### src/rtl/ram_load_ctrl_pkg.sv
// Shared types for the instruction RAM load sequencer.
// Contents: mode_t, state_t, DELIM_DEFAULT, decode_mode().
package ram_ctrl_pkg;

    typedef enum logic [1:0] {
        MODE_LOAD  = 2'd0,
        MODE_DEBUG = 2'd1,
        MODE_RUN   = 2'd2
    } mode_t;

    typedef enum logic [1:0] {
        LOAD_DATA,
        LOAD_DELIM,
        DEBUG,
        RUN
    } state_t;

    localparam logic [7:0] DELIM_DEFAULT = 8'h24;

    // Selector value 3 behaves as RUN.
    function automatic mode_t decode_mode(input logic [1:0] sel);
        mode_t m;
        unique case (sel)
            2'd0:    m = MODE_LOAD;
            2'd1:    m = MODE_DEBUG;
            default: m = MODE_RUN;
        endcase
        return m;
    endfunction

endpackage

### src/rtl/ram_load_ctrl_if.sv
// RAM port bundle between the load sequencer and the storage array.
// master: drives ram_we/ram_addr/ram_wdata, reads ram_rdata; slave: the RAM.
interface ram_load_ctrl_if #(
    parameter int ADDR_WIDTH = 8,
    parameter int DATA_WIDTH = 8
);
    logic                  ram_we;
    logic [ADDR_WIDTH-1:0] ram_addr;
    logic [DATA_WIDTH-1:0] ram_wdata;
    logic [DATA_WIDTH-1:0] ram_rdata;

    modport master (
        output ram_we,
        output ram_addr,
        output ram_wdata,
        input  ram_rdata
    );

    modport slave (
        input  ram_we,
        input  ram_addr,
        input  ram_wdata,
        output ram_rdata
    );
endinterface

### src/rtl/ram_load_ctrl_step_sync.sv
// Debug button synchronizer (2 flops) plus rising-edge detector.
// Ports: clk, rst (async active-low), btn (raw), step (one-cycle pulse).
module step_sync (
    input  logic clk,
    input  logic rst,
    input  logic btn,
    output logic step
);
    logic s1_q;
    logic s2_q;
    logic s3_q;

    always_ff @(posedge clk or negedge rst) begin
        if (!rst) begin
            s1_q <= 1'b0;
            s2_q <= 1'b0;
            s3_q <= 1'b0;
        end else begin
            s1_q <= btn;
            s2_q <= s1_q;
            s3_q <= s2_q;
        end
    end

    assign step = s2_q & ~s3_q;
endmodule

### src/rtl/ram_load_ctrl.sv
// Instruction RAM sequencer: UART "data $" load, debug stepping, CPU fetch.
// Ports: clk, rst (async active-low), mode_sel, rx_data/rx_valid, step_btn,
// cpu_addr, ram (master RAM bundle), data_out, prog_len, frame_err, overflow.
// Define RAM_STEP_SYNC_EN to synchronize and edge-detect step_btn.
module ram_load_ctrl
    import ram_ctrl_pkg::*;
#(
    parameter int              ADDR_WIDTH  = 8,
    parameter int              DATA_WIDTH  = 8,
    parameter int              MAX_ADDRESS = 255,
    parameter logic [DATA_WIDTH-1:0] DELIM = DATA_WIDTH'(DELIM_DEFAULT)
) (
    input  logic                  clk,
    input  logic                  rst,
    input  logic [1:0]            mode_sel,
    input  logic [DATA_WIDTH-1:0] rx_data,
    input  logic                  rx_valid,
    input  logic                  step_btn,
    input  logic [ADDR_WIDTH-1:0] cpu_addr,
    ram_load_ctrl_if.master       ram,
    output logic [DATA_WIDTH-1:0] data_out,
    output logic [ADDR_WIDTH:0]   prog_len,
    output logic                  frame_err,
    output logic                  overflow
);
    localparam logic [ADDR_WIDTH:0] MAX_PTR = (ADDR_WIDTH+1)'(MAX_ADDRESS);
    localparam logic [ADDR_WIDTH:0] PTR_ONE = (ADDR_WIDTH+1)'(1);
    localparam logic [ADDR_WIDTH-1:0] DBG_ONE = ADDR_WIDTH'(1);

    state_t state_q;
    state_t state_d;
    mode_t  mode;

    // wr_ptr is one bit wider than the address so it saturates past MAX.
    logic [ADDR_WIDTH:0]   wr_ptr_q;
    logic [ADDR_WIDTH-1:0] dbg_ptr_q;
    logic [ADDR_WIDTH-1:0] addr_q;
    logic [DATA_WIDTH-1:0] pend_q;
    logic [DATA_WIDTH-1:0] wdata_q;
    logic                  we_q;
    logic                  ferr_q;
    logic                  ovf_q;
    logic                  step;

    logic in_load;
    logic load_entry;
    logic dbg_entry;
    logic rx_delim;
    logic can_step;

    assign mode       = decode_mode(mode_sel);
    assign in_load    = (state_q == LOAD_DATA) || (state_q == LOAD_DELIM);
    assign load_entry = (mode == MODE_LOAD) && !in_load;
    assign dbg_entry  = (mode == MODE_DEBUG) && (state_q != DEBUG);
    assign rx_delim   = rx_valid && (rx_data == DELIM);
    assign can_step   = ({1'b0, dbg_ptr_q} + PTR_ONE) < wr_ptr_q;

`ifdef RAM_STEP_SYNC_EN
    step_sync u_step_sync (
        .clk  (clk),
        .rst  (rst),
        .btn  (step_btn),
        .step (step)
    );
`else
    assign step = step_btn;
`endif

    always_ff @(posedge clk or negedge rst) begin
        if (!rst) state_q <= LOAD_DATA;
        else      state_q <= state_d;
    end

    always_comb begin
        state_d = state_q;
        unique case (1'b1)
            mode == MODE_LOAD: begin
                if (!in_load)
                    state_d = LOAD_DATA;
                else if (state_q == LOAD_DATA && rx_valid)
                    state_d = LOAD_DELIM;
                else if (state_q == LOAD_DELIM && rx_delim)
                    state_d = LOAD_DATA;
            end
            mode == MODE_DEBUG: state_d = DEBUG;
            default:            state_d = RUN;
        endcase
    end

    // Bytes are consumed whenever the current state is a LOAD state,
    // so a strobe on the edge that leaves LOAD still completes.
    always_ff @(posedge clk or negedge rst) begin
        if (!rst) begin
            wr_ptr_q  <= '0;
            dbg_ptr_q <= '0;
            addr_q    <= '0;
            pend_q    <= '0;
            wdata_q   <= '0;
            we_q      <= 1'b0;
            ferr_q    <= 1'b0;
            ovf_q     <= 1'b0;
        end else begin
            we_q <= 1'b0;
            if (load_entry) begin
                wr_ptr_q <= '0;
                pend_q   <= '0;
                ferr_q   <= 1'b0;
                ovf_q    <= 1'b0;
            end else if (in_load && rx_valid) begin
                if (state_q == LOAD_DATA) begin
                    pend_q <= rx_data;
                end else if (rx_delim) begin
                    if (wr_ptr_q <= MAX_PTR) begin
                        we_q     <= 1'b1;
                        addr_q   <= wr_ptr_q[ADDR_WIDTH-1:0];
                        wdata_q  <= pend_q;
                        wr_ptr_q <= wr_ptr_q + PTR_ONE;
                    end else begin
                        ovf_q <= 1'b1;
                    end
                end else begin
                    pend_q <= rx_data;
                    ferr_q <= 1'b1;
                end
            end
            if (dbg_entry)
                dbg_ptr_q <= '0;
            else if (state_q == DEBUG && step && can_step)
                dbg_ptr_q <= dbg_ptr_q + DBG_ONE;
        end
    end

    // A write issued on the edge that left LOAD keeps its own address.
    always_comb begin
        ram.ram_addr = addr_q;
        data_out     = '0;
        unique case (1'b1)
            state_q == DEBUG: begin
                if (!we_q) ram.ram_addr = dbg_ptr_q;
                if (wr_ptr_q != '0) data_out = ram.ram_rdata;
            end
            state_q == RUN: begin
                if (!we_q) ram.ram_addr = cpu_addr;
                data_out = ram.ram_rdata;
            end
            default: ;
        endcase
    end

    assign ram.ram_we    = we_q;
    assign ram.ram_wdata = wdata_q;
    assign prog_len      = wr_ptr_q;
    assign frame_err     = ferr_q;
    assign overflow      = ovf_q;
endmodule

### src/flat_wrapper.sv
// flat-port wrapper written by rule: the top's interface ports become plain ports
module ram_load_ctrl_flat import ram_ctrl_pkg::*;
#(
    parameter int              ADDR_WIDTH  = 8,
    parameter int              DATA_WIDTH  = 8,
    parameter int              MAX_ADDRESS = 255,
    parameter logic [DATA_WIDTH-1:0] DELIM = DATA_WIDTH'(DELIM_DEFAULT)
)
  (clk, rst, mode_sel, rx_data, rx_valid, step_btn, cpu_addr, data_out, prog_len, frame_err, overflow, ram_ram_we, ram_ram_addr, ram_ram_wdata, ram_ram_rdata);
  ram_load_ctrl_if #(.ADDR_WIDTH(ADDR_WIDTH), .DATA_WIDTH(DATA_WIDTH)) ram_i ();
  input  logic clk;
  input  logic rst;
  input  logic [1:0] mode_sel;
  input  logic [DATA_WIDTH-1:0] rx_data;
  input  logic rx_valid;
  input  logic step_btn;
  input  logic [ADDR_WIDTH-1:0] cpu_addr;
  output logic [DATA_WIDTH-1:0] data_out;
  output logic [ADDR_WIDTH:0] prog_len;
  output logic frame_err;
  output logic overflow;
  output wire logic [$bits(ram_i.ram_we)-1:0] ram_ram_we;
  output wire logic [$bits(ram_i.ram_addr)-1:0] ram_ram_addr;
  output wire logic [$bits(ram_i.ram_wdata)-1:0] ram_ram_wdata;
  input wire logic [$bits(ram_i.ram_rdata)-1:0] ram_ram_rdata;
  assign ram_ram_we = ram_i.ram_we;
  assign ram_ram_addr = ram_i.ram_addr;
  assign ram_ram_wdata = ram_i.ram_wdata;
  assign ram_i.ram_rdata = ram_ram_rdata;
  ram_load_ctrl #(.ADDR_WIDTH(ADDR_WIDTH), .DATA_WIDTH(DATA_WIDTH), .MAX_ADDRESS(MAX_ADDRESS), .DELIM(DELIM)) u_core (.clk(clk), .rst(rst), .mode_sel(mode_sel), .rx_data(rx_data), .rx_valid(rx_valid), .step_btn(step_btn), .cpu_addr(cpu_addr), .ram(ram_i), .data_out(data_out), .prog_len(prog_len), .frame_err(frame_err), .overflow(overflow));
endmodule
### config.mk
export PLATFORM = sky130hd
export DESIGN_NAME = ram_load_ctrl_flat
export DESIGN_NICKNAME = d
export VERILOG_FILES = /design/src/rtl/ram_load_ctrl_pkg.sv /design/src/rtl/ram_load_ctrl_if.sv /design/src/rtl/ram_load_ctrl_step_sync.sv /design/src/rtl/ram_load_ctrl.sv /design/src/flat_wrapper.sv
export SDC_FILE = /design/constraint.sdc
export NUM_CORES = 1
export LEC_CHECK = 0
export BUFFER_PORTS_ARGS = -buffer_cell sky130_fd_sc_hd__buf_2
export CORE_MARGIN = 2
export CORE_UTILIZATION = 40
export CTS_CLUSTER_SIZE = 40
export DETAILED_ROUTE_END_ITERATION = 12
export GPL_TIMING_DRIVEN = 0
export SETUP_SLACK_MARGIN = 0.4
export SLEW_MARGIN = 20
export SYNTH_ARGS = -nofsm -noshare
export SYNTH_HDL_FRONTEND = slang
export SYNTH_HIERARCHICAL = 1
export SYNTH_SLANG_ARGS = --single-unit
### constraint.sdc
create_clock -name clk -period 6.6 [get_ports clk]
set_input_delay 0.66 -clock clk [delete_from_list [all_inputs] [get_ports clk]]
set_output_delay 0.66 -clock clk [all_outputs]
set_load 0.05 [all_outputs]
==> results list <==
- Run status: finished clean
* Placeable core region: 0.00603 mm²
- Count leader, synth: sky130_fd_sc_hd__nand2_1
* Clock latency reported for the late side of the worst-skew pair: 300 ps
* Total congestion overflow: 0
* Fraction of registers with async set/reset: 100%
- First drt pass iteration count: 4
- Die Width: 83.5 µm
- In the final routed layout, each cell accounts on average for 14.9 µm.
* Leakage power summed over all cells: 1.59 nW
* Post-synthesis instance total: 268
- Capture point of the worst reg-to-reg path: u_core/dbg_ptr_q[1]
- Clock slew seen by the registers of the worst setup and hold paths: 90 ps
* Starting Density: 41.9%
* Slew at the pin closest to its max-slew limit: 695 ps
* Die Span Y: 83.5 µm
- Antenna diodes: 0
- First-pass GRT wire length: 10600 µm
* Max-slew violation total from the final report: 0
- Number of different library cells in the post-synthesis netlist: 42
- Global routing usage summed across all routing layers: 18.8%
* Vias in the first global route: 2222
- Setup repair after global routing left no endpoint under its margin.
* Multi-input logic area: 0.00128 mm²
- Number of rows in the core area: 28
* Simple-gate share of the synthesized area: 21.2%
* Setup repair bufs after CTS: 0
- FF-to-FF setup slack: 3630 ps
- Antenna-violating nets left: 0
- Post-detailed-route DRC marker count: 0
- Filler Cells Inserted: 600
* Final setup violation count: 0
* Total Negative Setup Slacks: 0 ps
* Growth of design area from synthesis to finish: 21.0%
* Final core utilization: 50.7%
* Clock sink count: 46
- Static timing analysis puts the maximum clock frequency at 336 MHz.
* Largest family of logic cells by synthesized area: simple AND/OR/NAND/NOR gates
- The final hold violation count came to 0.
* CTS Hold Buffers Added: 0
- Among all flip-flop cells after synthesis, the most frequent one is sky130_fd_sc_hd__dfrtp_1.
* Worst slew margin: 53.6%
- Across the whole layout, storage elements account for 0.00115 mm².
- During I/O placement, the number of pins put on the boundary was 66.
- Post-synth EDFFs: 0
* Setup Skew: 5.72 ps
- The critical path in this run is classified as register to register.
* Xor/xnor cell area share of the yosys netlist: 1.73%
- After synthesis, the share of cell area in mux cells is 7.57%.
* Data arrival time of the worst path: 3150 ps
- The worst register-to-register path has a depth of 11.
- The worst register-to-register path begins at u_core/dbg_ptr_q[0].
- Antenna violations before repair: 0
- Maximum level of the CTS H-tree: 2
- The tool flagged a number of max-cap violations equal to 0.
- Mapped cell area: 0.00253 mm²
- Top-area cell type share of the netlist area: 45.5%
- Net count after synthesis: 310
* Final worst path period need: 2970 ps
* Largest net degree at the start of global routing: 47
- Dividing total power by cell area gives a power density of 201 mW/mm².
- Detailed routing inserted a total of 2191 vias.
- Die outline area: 0.00697 mm²
- Buffers inserted during clock tree synthesis total 5.
- Cells with a size suffix above 1 make up 27.0% of the layout.
- Summing the sequential cell areas from Yosys gives 45.5% of the chip area.
- Synth area leader: sky130_fd_sc_hd__dfrtp_1
- Dividing the detail-routed via count by the number of cells gives 5.27.
* Deepest clock path buffer count: 2
* Startpoint kind of the worst setup timing path: register
* Mapped Avg Cell Area: 9.43 µm²
- The finished cells cover 0.00306 mm².
* HPWL Detailed: 4610 µm
- Required time at the worst-slack endpoint: 6780 ps
* Adder and majority gate portion of the synthesized area: 5.94%
* Resized Gates After CTS: 0
- The routed design has 6200 µm of wire.
* Category of the worst setup path capture point: register
- The congestion estimate from routability-driven global placement came to 0.825.
* Post-layout net count: 382
- In the post-synthesis netlist, the biggest area contributors are sky130_fd_sc_hd__dfrtp_1, sky130_fd_sc_hd__nand2_1, sky130_fd_sc_hd__o21ai_0, sky130_fd_sc_hd__ha_1, sky130_fd_sc_hd__mux2_2.
- The count of buffers added on input and output ports is 65.
* Period utilization: 45.1%
- Worst hold-check path type: input port to asynchronous set/reset pin
- Yosys printed 6 warnings.
- Cell area after placement: 0.00295 mm²
- Of all nets on the critical path, the largest fanout is 10.
- Buffer type at the clock tree root: sky130_fd_sc_hd__clkbuf_8
* Fraction of the mapped netlist area in compound gates: 14.1%
- By count the netlist is led by sky130_fd_sc_hd__nand2_1, sky130_fd_sc_hd__dfrtp_1, sky130_fd_sc_hd__o21ai_0, sky130_fd_sc_hd__inv_1.
- Peak ir drop on the vdd network: 116 µV
- Register bit count reported by yosys: 46
* Number of DRC markers in iteration 0: 102
* TritonCTS clock tree: done
==> kinds of logic (layout without fill, tap and decap cells) <==
kind of cell / Yosys count / count (layout)
AOI/OAI and AO/OA: 60 / 60
adders and majority gates: 12 / 12
and+or+nand+nor: 104 / 104
buffers and inverters: 23 / 96
DFF: 46 / 46
xor gates and xnor gates: 5 / 5
muxes: 18 / 18
==> placed cells by master, fill, tap and decap left out, drive strengths merged, types with 3 or more instances in the layout <==
master	instances
a21o	4
a21oi	7
a31oi	4
and2	10
and4	3
buf	70
clkbuf	10
dfrtp	46
ha	12
inv	13
mux2	9
mux2i	9
nand2	47
nand2b	6
nand3	12
nand4	3
nor2	5
o211ai	3
o21ai	33
o31ai	3
or2	3
or3	4
xnor2	4
==> worst max-delay path, cell delays in order, from the launching register on <==
cell and delay (ps):
sky130_fd_sc_hd__dfrtp_1 490, sky130_fd_sc_hd__and3_1 200, sky130_fd_sc_hd__nand3_1 110, sky130_fd_sc_hd__nor2_1 170, sky130_fd_sc_hd__xor2_1 210, sky130_fd_sc_hd__ha_1 290
sky130_fd_sc_hd__a21o_1 170, sky130_fd_sc_hd__a2111oi_0 400, sky130_fd_sc_hd__o221ai_1 320, sky130_fd_sc_hd__clkbuf_1 280, sky130_fd_sc_hd__nand3_1 130, sky130_fd_sc_hd__o21ai_0 80
==> how the worst max path moves through the flow <==
stage | to | slack, ps | startpoint
2_1_floorplan | ram_ram_addr[2] | 3790 | u_core/ram.ram_we
3_3_place_gp | u_core/dbg_ptr_q[1] | 3640 | u_core/dbg_ptr_q[0]
3_5_place_dp | u_core/dbg_ptr_q[1] | 3660 | u_core/dbg_ptr_q[0]
4_1_cts | u_core/dbg_ptr_q[1] | 3610 | u_core/dbg_ptr_q[0]
5_1_grt | u_core/dbg_ptr_q[1] | 3350 | u_core/dbg_ptr_q[0]
6_report | u_core/dbg_ptr_q[1] | 3630 | u_core/dbg_ptr_q[0]
==> layout make-up <==
type                            instances  area share (%)
Buffer                                 10            1.60
Clock buffer                            5            2.25
Clock inverter                          3            1.31
Inverter                               13            1.60
Multi-Input combinational cell        199            41.8
Sequential cell                        46            37.6
Tap cell                               75            3.07
Timing Repair Buffer                   65            10.7
==> power breakdown <==
group	internal, W	switching (W)
clock	0.000112	0.0000993
combinational	0.0000331	0.0000656
sequential	0.000293	0.0000106
total	0.000438	0.000175
==> routing by layer <==
metal	global-route usage, %	wire [µm]	share of wire (%)
met1	25.5	2830	46
met2	30.9	2880	47
met3	4.55	428	6.9
met4	3.81	56	0.90
met5	0	0	0
==> sequential cells by signal, indices dropped and copies added, names as in the netlist <==
signal                count
u_core/prog_len           9
u_core/ram.ram_wdata      8
u_core/frame_err          1
u_core/ram.ram_we         1
u_core/pend_q             8
u_core/dbg_ptr_q          8
u_core/overflow           1
u_core/addr_q             8
u_core/state_q            2
==> stage by stage <==
step / power (W) / worst slack (ps) / hold slack [ps] / std cells
finish: 0.000613 / 3630 / 352 / 416
global route: 0.000642 / 3350 / 392 / 416
CTS: 0.000619 / 3610 / 491 / 416
detailed placement: 0.000409 / 3660 / 470 / 408
global placement: 0.000408 / 3640 / 464 / 408
floorplan: 0.000372 / 3790 / 364 / 268
(Power assumes the default switching activity.)
